<file path="config.mk">
export PLATFORM = sky130hd
export DESIGN_NAME = fwd_scoreboard
export DESIGN_NICKNAME = d
export VERILOG_FILES = /design/src/rtl/fwd_scoreboard.sv
export SDC_FILE = /design/constraint.sdc
export NUM_CORES = 1
export LEC_CHECK = 0
export CORE_ASPECT_RATIO = 1.25
export CORE_MARGIN = 2
export CORE_UTILIZATION = 40
export DETAILED_ROUTE_END_ITERATION = 16
export HOLD_SLACK_MARGIN = 0.06
export PLACE_DENSITY = 0.89
export SLEW_MARGIN = 0
export SYNTH_ARGS = -nofsm -noshare
export SYNTH_HDL_FRONTEND = slang
export SYNTH_SLANG_ARGS = --single-unit
export TNS_END_PERCENT = 1
</file>
<file path="constraint.sdc">
create_clock -name clk -period 5.3 [get_ports clk]
set_input_delay 1.06 -clock clk [delete_from_list [all_inputs] [get_ports clk]]
set_output_delay 1.06 -clock clk [all_outputs]
set_load 0.02 [all_outputs]
</file>
<file path="src/rtl/fwd_scoreboard.sv">
// fwd_scoreboard: tracks the results of the last DEPTH instructions that left EX
// and forwards them to NREAD operand read ports with zero latency. A matching
// load whose data has not returned yet raises stall.
//
// Optional feature: define FWD_STALL_COUNT_EN to add a saturating 32-bit
// stall_count output that counts cycles with stall=1 (cleared by rst_n only).
//
// Issue/stall contract: an instruction is accepted into the tracker on a rising
// edge where issue_valid=1, stall=0 and flush=0. While stall=1 the issue inputs
// are ignored and the tracked entries hold, so the upstream stage must keep the
// same instruction presented. op_data/fwd_hit are only meaningful when stall=0.
module fwd_scoreboard #(
    parameter int XLEN  = 32,
    parameter int NREAD = 2,
    parameter int DEPTH = 2,
    parameter int AW    = 5
) (
    input  logic                  clk,
    input  logic                  rst_n,
    input  logic                  issue_valid,
    input  logic                  issue_wen,
    input  logic [AW-1:0]         issue_rd,
    input  logic                  issue_is_load,
    input  logic [XLEN-1:0]       ex_result,
    input  logic                  mem_data_valid,
    input  logic [XLEN-1:0]       mem_data,
    input  logic                  flush,
    input  logic [NREAD-1:0]      rs_en,
    input  logic [NREAD*AW-1:0]   rs_addr,
    input  logic [NREAD*XLEN-1:0] rs_data,
    output logic [NREAD*XLEN-1:0] op_data,
    output logic [NREAD-1:0]      fwd_hit,
    output logic                  stall
`ifdef FWD_STALL_COUNT_EN
    ,
    output logic [31:0]           stall_count
`endif
);

    localparam int IW = (DEPTH > 1) ? $clog2(DEPTH) : 1;

    // Entry storage; index 0 is the youngest result.
    logic [DEPTH-1:0] e_valid;
    logic [DEPTH-1:0] e_ready;
    logic [AW-1:0]    e_rd   [DEPTH];
    logic [XLEN-1:0]  e_data [DEPTH];

    logic [NREAD-1:0] port_stall;
    logic             cap_hit;
    logic [IW-1:0]    cap_idx;

    for (genvar g = 0; g < NREAD; g++) begin : g_port
        logic [AW-1:0]   addr;
        logic [XLEN-1:0] reg_val;
        logic            hit;
        logic            hit_ready;
        logic [XLEN-1:0] hit_data;
        logic            active;

        assign addr    = rs_addr[g*AW +: AW];
        assign reg_val = rs_data[g*XLEN +: XLEN];

        // Scan oldest to youngest so the lowest-index (youngest) match wins.
        always_comb begin
            hit       = 1'b0;
            hit_ready = 1'b0;
            hit_data  = '0;
            for (int k = DEPTH - 1; k >= 0; k--) begin
                if (e_valid[k] && (e_rd[k] == addr)) begin
                    hit       = 1'b1;
                    hit_ready = e_ready[k];
                    hit_data  = e_data[k];
                end
            end
        end

        // x0 is never forwarded; a disabled port never forwards or stalls.
        assign active         = rs_en[g] && (addr != '0) && hit;
        assign port_stall[g]  = active && !hit_ready && !mem_data_valid;
        assign fwd_hit[g]     = active && (hit_ready || mem_data_valid);
        assign op_data[g*XLEN +: XLEN] = !active  ? reg_val  :
                                         hit_ready ? hit_data : mem_data;
    end

    assign stall = |port_stall;

    // Locate the youngest valid entry still waiting for load data.
    always_comb begin
        cap_hit = 1'b0;
        cap_idx = '0;
        for (int k = DEPTH - 1; k >= 0; k--) begin
            if (e_valid[k] && !e_ready[k]) begin
                cap_hit = 1'b1;
                cap_idx = IW'(k);
            end
        end
    end

    // Entry update: reset, then flush, then stall-hold with capture, else shift.
    always_ff @(posedge clk) begin
        if (!rst_n) begin
            e_valid <= '0;
            e_ready <= '0;
            for (int k = 0; k < DEPTH; k++) begin
                e_rd[k]   <= '0;
                e_data[k] <= '0;
            end
        end else if (flush) begin
            e_valid <= '0;
            e_ready <= '0;
        end else if (stall) begin
            if (mem_data_valid && cap_hit) begin
                e_data[cap_idx]  <= mem_data;
                e_ready[cap_idx] <= 1'b1;
            end
        end else begin
            // The oldest entry falls off the end: it is in the register file now.
            for (int k = 1; k < DEPTH; k++) begin
                e_valid[k] <= e_valid[k-1];
                e_rd[k]    <= e_rd[k-1];
                if (e_valid[k-1] && !e_ready[k-1] && mem_data_valid) begin
                    e_data[k]  <= mem_data;
                    e_ready[k] <= 1'b1;
                end else begin
                    e_data[k]  <= e_data[k-1];
                    e_ready[k] <= e_ready[k-1];
                end
            end
            e_valid[0] <= issue_valid && issue_wen && (issue_rd != '0);
            e_rd[0]    <= issue_rd;
            e_data[0]  <= ex_result;
            e_ready[0] <= !issue_is_load;
        end
    end

`ifdef FWD_STALL_COUNT_EN
    // Saturating count of stalled cycles; flush does not clear it.
    always_ff @(posedge clk) begin
        if (!rst_n) begin
            stall_count <= '0;
        end else if (stall && (stall_count != 32'hFFFF_FFFF)) begin
            stall_count <= stall_count + 32'd1;
        end
    end
`endif

endmodule

</file>
---- Word-level counts from Yosys, hierarchy flattened ----
Memory sizes are Yosys's and may differ from the RTL's.
Cells that the tools add are included.
operators by class
  magnitude comparators ................... 2
  eq/ne operators ......................... 5
  muxes and demuxes ....................... 52
  bitwise operators ....................... 7
  reduce and logical (&&, ||, !) cells .... 35
operators with widths
  kind                  number
  $mux W32              12
  $mux W1               35
  $reduce_or A32 Y1     1
  $logic_and A1 B1 Y1   21
  $eq A5 B5 Y1          4
  $reduce_bool A5 Y1    3
  $mux W5               2
  $logic_not A1 Y1      6
  $or A1 B1 Y1          5
  $mux W2               2
  $reduce_or A2 Y1      2
  $logic_or A1 B1 Y1    2
  $lt A1 B2 Y1 const B  1
  $ne A2 B1 Y1 const B  1
  $or A2 B2 Y2          1
  $demux W1 S1          1
  $ge A1 B1 Y1 const B  1
  $not A1 Y1            1
word-level totals
  flip-flop bits (word level) ............. 4
  memory bits (writable) .................. 74
  input bits .............................. 152
  output and inout bits ................... 67
  memories kept ........................... 2
memory list
  memory  depth  bits a word  rd ports  clocked after Yosys merged registers in  write ports  line  source
  e_data  2      32           2         0                                        2            46    logic [XLEN-1:0] e_data [DEPTH];
  e_rd    2      5            2         0                                        2            45    logic [AW-1:0] e_rd [DEPTH];

---- Longest topological paths before layout ----
  depth in word-level cells ............... 14
  depth in mapped cells ................... 8
  gate-level depth less buffers ........... 6

---- Least setup slack after synthesis ----
No wires, ideal clock.
  path type ............................... input to register
  start ................................... input port rs_addr[5]
  end ..................................... memory e_data[0][0] (enable)
  arrival ................................. 4.796 ns
  required time ........................... 4.834 ns
  path slack .............................. 0.038 ns
  stages .................................. 7
  cell sequence ........................... or4_1 > o21ai_2 > nor3_1 > a31o_1 > or2_0 > buf_2 > o21ai_0
RTL lines
  item                line  source
  start: declaration  29    input logic [NREAD*AW-1:0] rs_addr,
  end: declaration    46

---- Worst setup path after layout ----
  start ................................... input port rs_addr[4]
  end ..................................... output port op_data[1]
on the way
  word-level cells in the longest chain between the ends .. 6
  elaborated cells on any way between the ends .. 15
ends and longest elaborated chain
  item                                              line    source
  $eq A5 B5 Y1                                      69      if (e_valid[k] && (e_rd[k] == addr)) begin
  $logic_and A1 B1 Y1                               69
  $mux W32 or $mux W1 (tied branches) (2 in a row)  69
  $mux W32 or $logic_and A1 B1 Y1 (tied branches)   82, 78
  $mux W32 (*)                                      81      assign op_data[g*XLEN +: XLEN] = !active ? reg_val :
  end: declaration                                  31      output logic [NREAD*XLEN-1:0] op_data,
Mark *: on every way between the ends. The rest lies on a longest branch, timed or not.

==> results.py <==
metrics = {
    "outcome": {
        "outcome": "finished clean",
    },
    "floorplanning": {
        "start_util_pct": 41.18,
        "die_h_um": 132.2,
        "floorplan.die.width_um": 106.6,
        "fp.coreArea_um2": 12780,
        "floorplan.die_area_um2": 14090,
        "rows": 46,
        "num_io_pins": 219,
    },
    "synthesis": {
        "netlist_instances": 608,
        "synth.distinct_cells": 38,
        "synth-edff-count": 74,
        "async_flop_share_pct": 0,
        "postSynthRegisterBits": 78,
        "ys_dominant_reg_cell": "sky130_fd_sc_hd__edfxtp_1",
        "synthesis.nets": 760,
        "synth_seq_area_share_pct": 43.76,
        "synth_area_um2": 5261,
        "yosys_warnings": 0,
        "synthesis.area_per_instance_um2": 8.653,
    },
    "cts": {
        "cts_num_sinks": 78,
        "post-cts-setup-buffer-count": 0,
        "cts-root-to-sink-buffers": 2,
        "cts_tree": "done",
        "htree_levels": 3,
        "post_cts_hold_buffer_count": 0,
        "clock-root-buffer": "sky130_fd_sc_hd__clkbuf_16",
        "numCtsBuffers": 9,
        "worst_skew_pair.late_latency_ps": 330,
        "cts.reportedPaths.clkPinSlew_ps": 60,
        "post_cts.resized_instances": 0,
    },
    "pwr": {
        "vdd_drop_max_uv": 133.5,
        "leakage_nw": 2.964,
        "power_per_standard_cell_area_nw_per_um2": 221.5,
        "p_clk_share_pct": 38.7,
        "power.switching_uw": 417.1,
        "power_switching_share_pct": 23.28,
        "power.share.sequential_pct": 42.3,
        "internal_dissipation_mw": 1.374,
        "power.combinational.fraction_pct": 19.1,
        "design_power_total_mw": 1.791,
    },
    "setup_path": {
        "end_kind": "primary output",
        "timing.critical_path.slowest_cell_delay_ps": 630,
        "path_buf_inv": 3,
        "worstPathMaxFanout": 18,
        "critPathSlowestCell": "sky130_fd_sc_hd__clkdlybuf4s50_1",
        "setup_crit_start_kind": "input port",
        "cp_common_cell": "sky130_fd_sc_hd__clkdlybuf4s50_1",
        "timing.critical_path.required_ps": 4240,
        "worstPathCellList": "clkdlybuf4s50_1 > xor2_1 > nor4_1 > nand3_1 > nor2_4 > buf_4 > a22oi_1 > a31oi_1 > clkdlybuf4s50_1",
        "critical_path_class": "input port to primary output",
        "worst-endpoint-arrival_ps": 3840,
        "critical-path-top-delay-family": "buffers and inverters",
    },
    "sta": {
        "post-route-min-period_ps": 4901,
        "finalWorstSetupSlack_ps": 399.5,
        "maxSlewHeadroom_pct": 31.01,
        "final.setup.tns_ps": 0,
        "worst-slew-pin-transition_ps": 1035,
        "timing.final.crit_share_pct": 92.46,
        "holdWs_ps": 535.6,
        "setup_viol_count_final": 0,
        "max_freq_mhz": 204.1,
        "finalMaxSlewViolations": 0,
        "grt_setup_unrepaired": "false",
        "hold_viol": 0,
        "clock-skew-final_ps": 6.528,
    },
    "cells_and_area": {
        "area_growth_pct": 53.70,
        "design.final.nets": 960,
        "most-common-layout-cells": "sky130_fd_sc_hd__clkdlybuf4s50_1 (218), sky130_fd_sc_hd__nand2_1 (102), sky130_fd_sc_hd__edfxtp_1 (74), sky130_fd_sc_hd__nor2_1 (65), sky130_fd_sc_hd__and2_1 (43)",
        "drive_above_1_share_pct": 10.09,
        "final_util_pct": 63.29,
        "layout_commonest_cell": "sky130_fd_sc_hd__clkdlybuf4s50_1",
    },
    "placed_design": {
        "post-place-ws_ps": 439.0,
        "buffer_ports.inserted": 218,
        "place_congestion": 0.8253,
        "dp_hpwl_um": 13140,
    },
    "route": {
        "dr_total_vias": 5648,
        "detail_route.drc_violations": 0,
        "avgRoutedWirePerCell_um": 18.72,
        "drt_iter0_markers": 407,
        "totalWireLength_um": 18390,
        "drt_first_pass_iters": 5,
        "via_per_inst": 5.752,
        "drtAntennaViolNets": 0,
    },
    "worst_hold_path": {
        "min_path_type": "flop to flop",
    },
    "grt": {
        "total_congestion_overflow": 0,
        "grt_max_degree": 39,
        "grt_first_pass_wirelength_um": 29030,
        "grt_pass1_vias": 5656,
        "grt.met2_usage_pct": 46.46,
        "global_route_usage_sum_pct": 25.89,
        "met3_usage_pct": 3.856,
        "grt.met1_usage_pct": 30.82,
        "gr-max-usage-layer": "met2",
        "antenna_found_initial": 2,
    },
    "run": {
        "max_cap_viol_count": 0,
    },
}
[stage by stage]
step                area [um^2]  instances
global placement           7754        965
floorplan                  5261        608
detailed placement         7754        965
finish                     8087        982
CTS                        8084        981
global route               8084        981
[cells in the mapped netlist (4+ instances only)]
cell | instances | area [um^2]
sky130_fd_sc_hd__a21oi_1 | 34 | 170.2
sky130_fd_sc_hd__xnor2_1 | 12 | 105.1
sky130_fd_sc_hd__nor2_1 | 67 | 251.5
sky130_fd_sc_hd__a21oi_2 | 30 | 262.8
sky130_fd_sc_hd__dfxtp_1 | 4 | 80.08
sky130_fd_sc_hd__clkbuf_1 | 48 | 180.2
sky130_fd_sc_hd__a31oi_1 | 36 | 225.2
sky130_fd_sc_hd__nand2_1 | 102 | 382.9
sky130_fd_sc_hd__xor2_1 | 8 | 70.07
sky130_fd_sc_hd__a221oi_1 | 29 | 254.0
sky130_fd_sc_hd__a22oi_1 | 35 | 262.8
sky130_fd_sc_hd__edfxtp_1 | 74 | 2222
sky130_fd_sc_hd__nor4_1 | 4 | 25.02
sky130_fd_sc_hd__nand3_1 | 36 | 180.2
sky130_fd_sc_hd__o21ai_0 | 5 | 25.02
sky130_fd_sc_hd__and2_1 | 43 | 269.0
sky130_fd_sc_hd__nor3_1 | 4 | 20.02
[state kept, by name, summed over array words and instances, names as in the netlist]
signal   cells
e_ready      2
e_valid      2
e_data      64
e_rd        10
[tightest hold or removal path, stage by stage (launching register included)]
cell and delay (ps):
sky130_fd_sc_hd__dfxtp_1 330, sky130_fd_sc_hd__o2111ai_1 90, sky130_fd_sc_hd__o31ai_1 70
[cells by family after synthesis]
| family | count (synthesis) | share of synthesized area, % |
|---|---|---|
| DFF | 78 | 43.76 |
| AOI/OAI and AO/OA | 180 | 24.49 |
| xor gates and xnor gates | 20 | 3.329 |
| buffers and inverters | 55 | 4.399 |
| and+or+nand+nor | 273 | 23.64 |
| muxes | 2 | 0.3805 |
[layer usage]
metal	part of all wire, %	vias up
met2	50	322
met5	0.060	-
li1	-	2649
met3	8.2	54
met4	3.4	2
met1	38	2621
[final timing paths]
kind	from	end	slack, ps	cells after the start
max	rs_addr[4]	op_data[1]	400	9
min	e_ready[0]	e_ready[0]	540	2
min reg2reg	e_ready[0]	e_ready[0]	540	2
max reg2reg	e_rd[0][3]	e_data[1][12]	2250	8
[power by group through the flow]
stage	clock network (mW)	registers [mW]	logic (mW)
floorplan	0	0.761	0.141
global placement	0	0.766	0.336
detailed placement	0	0.769	0.341
CTS	0.702	0.756	0.343
global route	0.725	0.762	0.367
finish	0.693	0.757	0.342
[layout make-up]
| class | count | area (um^2) |
|---|---|---|
| diodes | 1 | 2.502 |
| multi-input cells | 475 | 2821 |
| inverters | 2 | 7.507 |
| clock buffers | 11 | 232.7 |
| repair buffers | 242 | 2412 |
| fillers | 1079 | 4691 |
| flip-flops and latches | 78 | 2302 |
| well taps | 168 | 210.2 |
| clock inverters | 5 | 97.59 |
(Power assumes the default switching activity.)
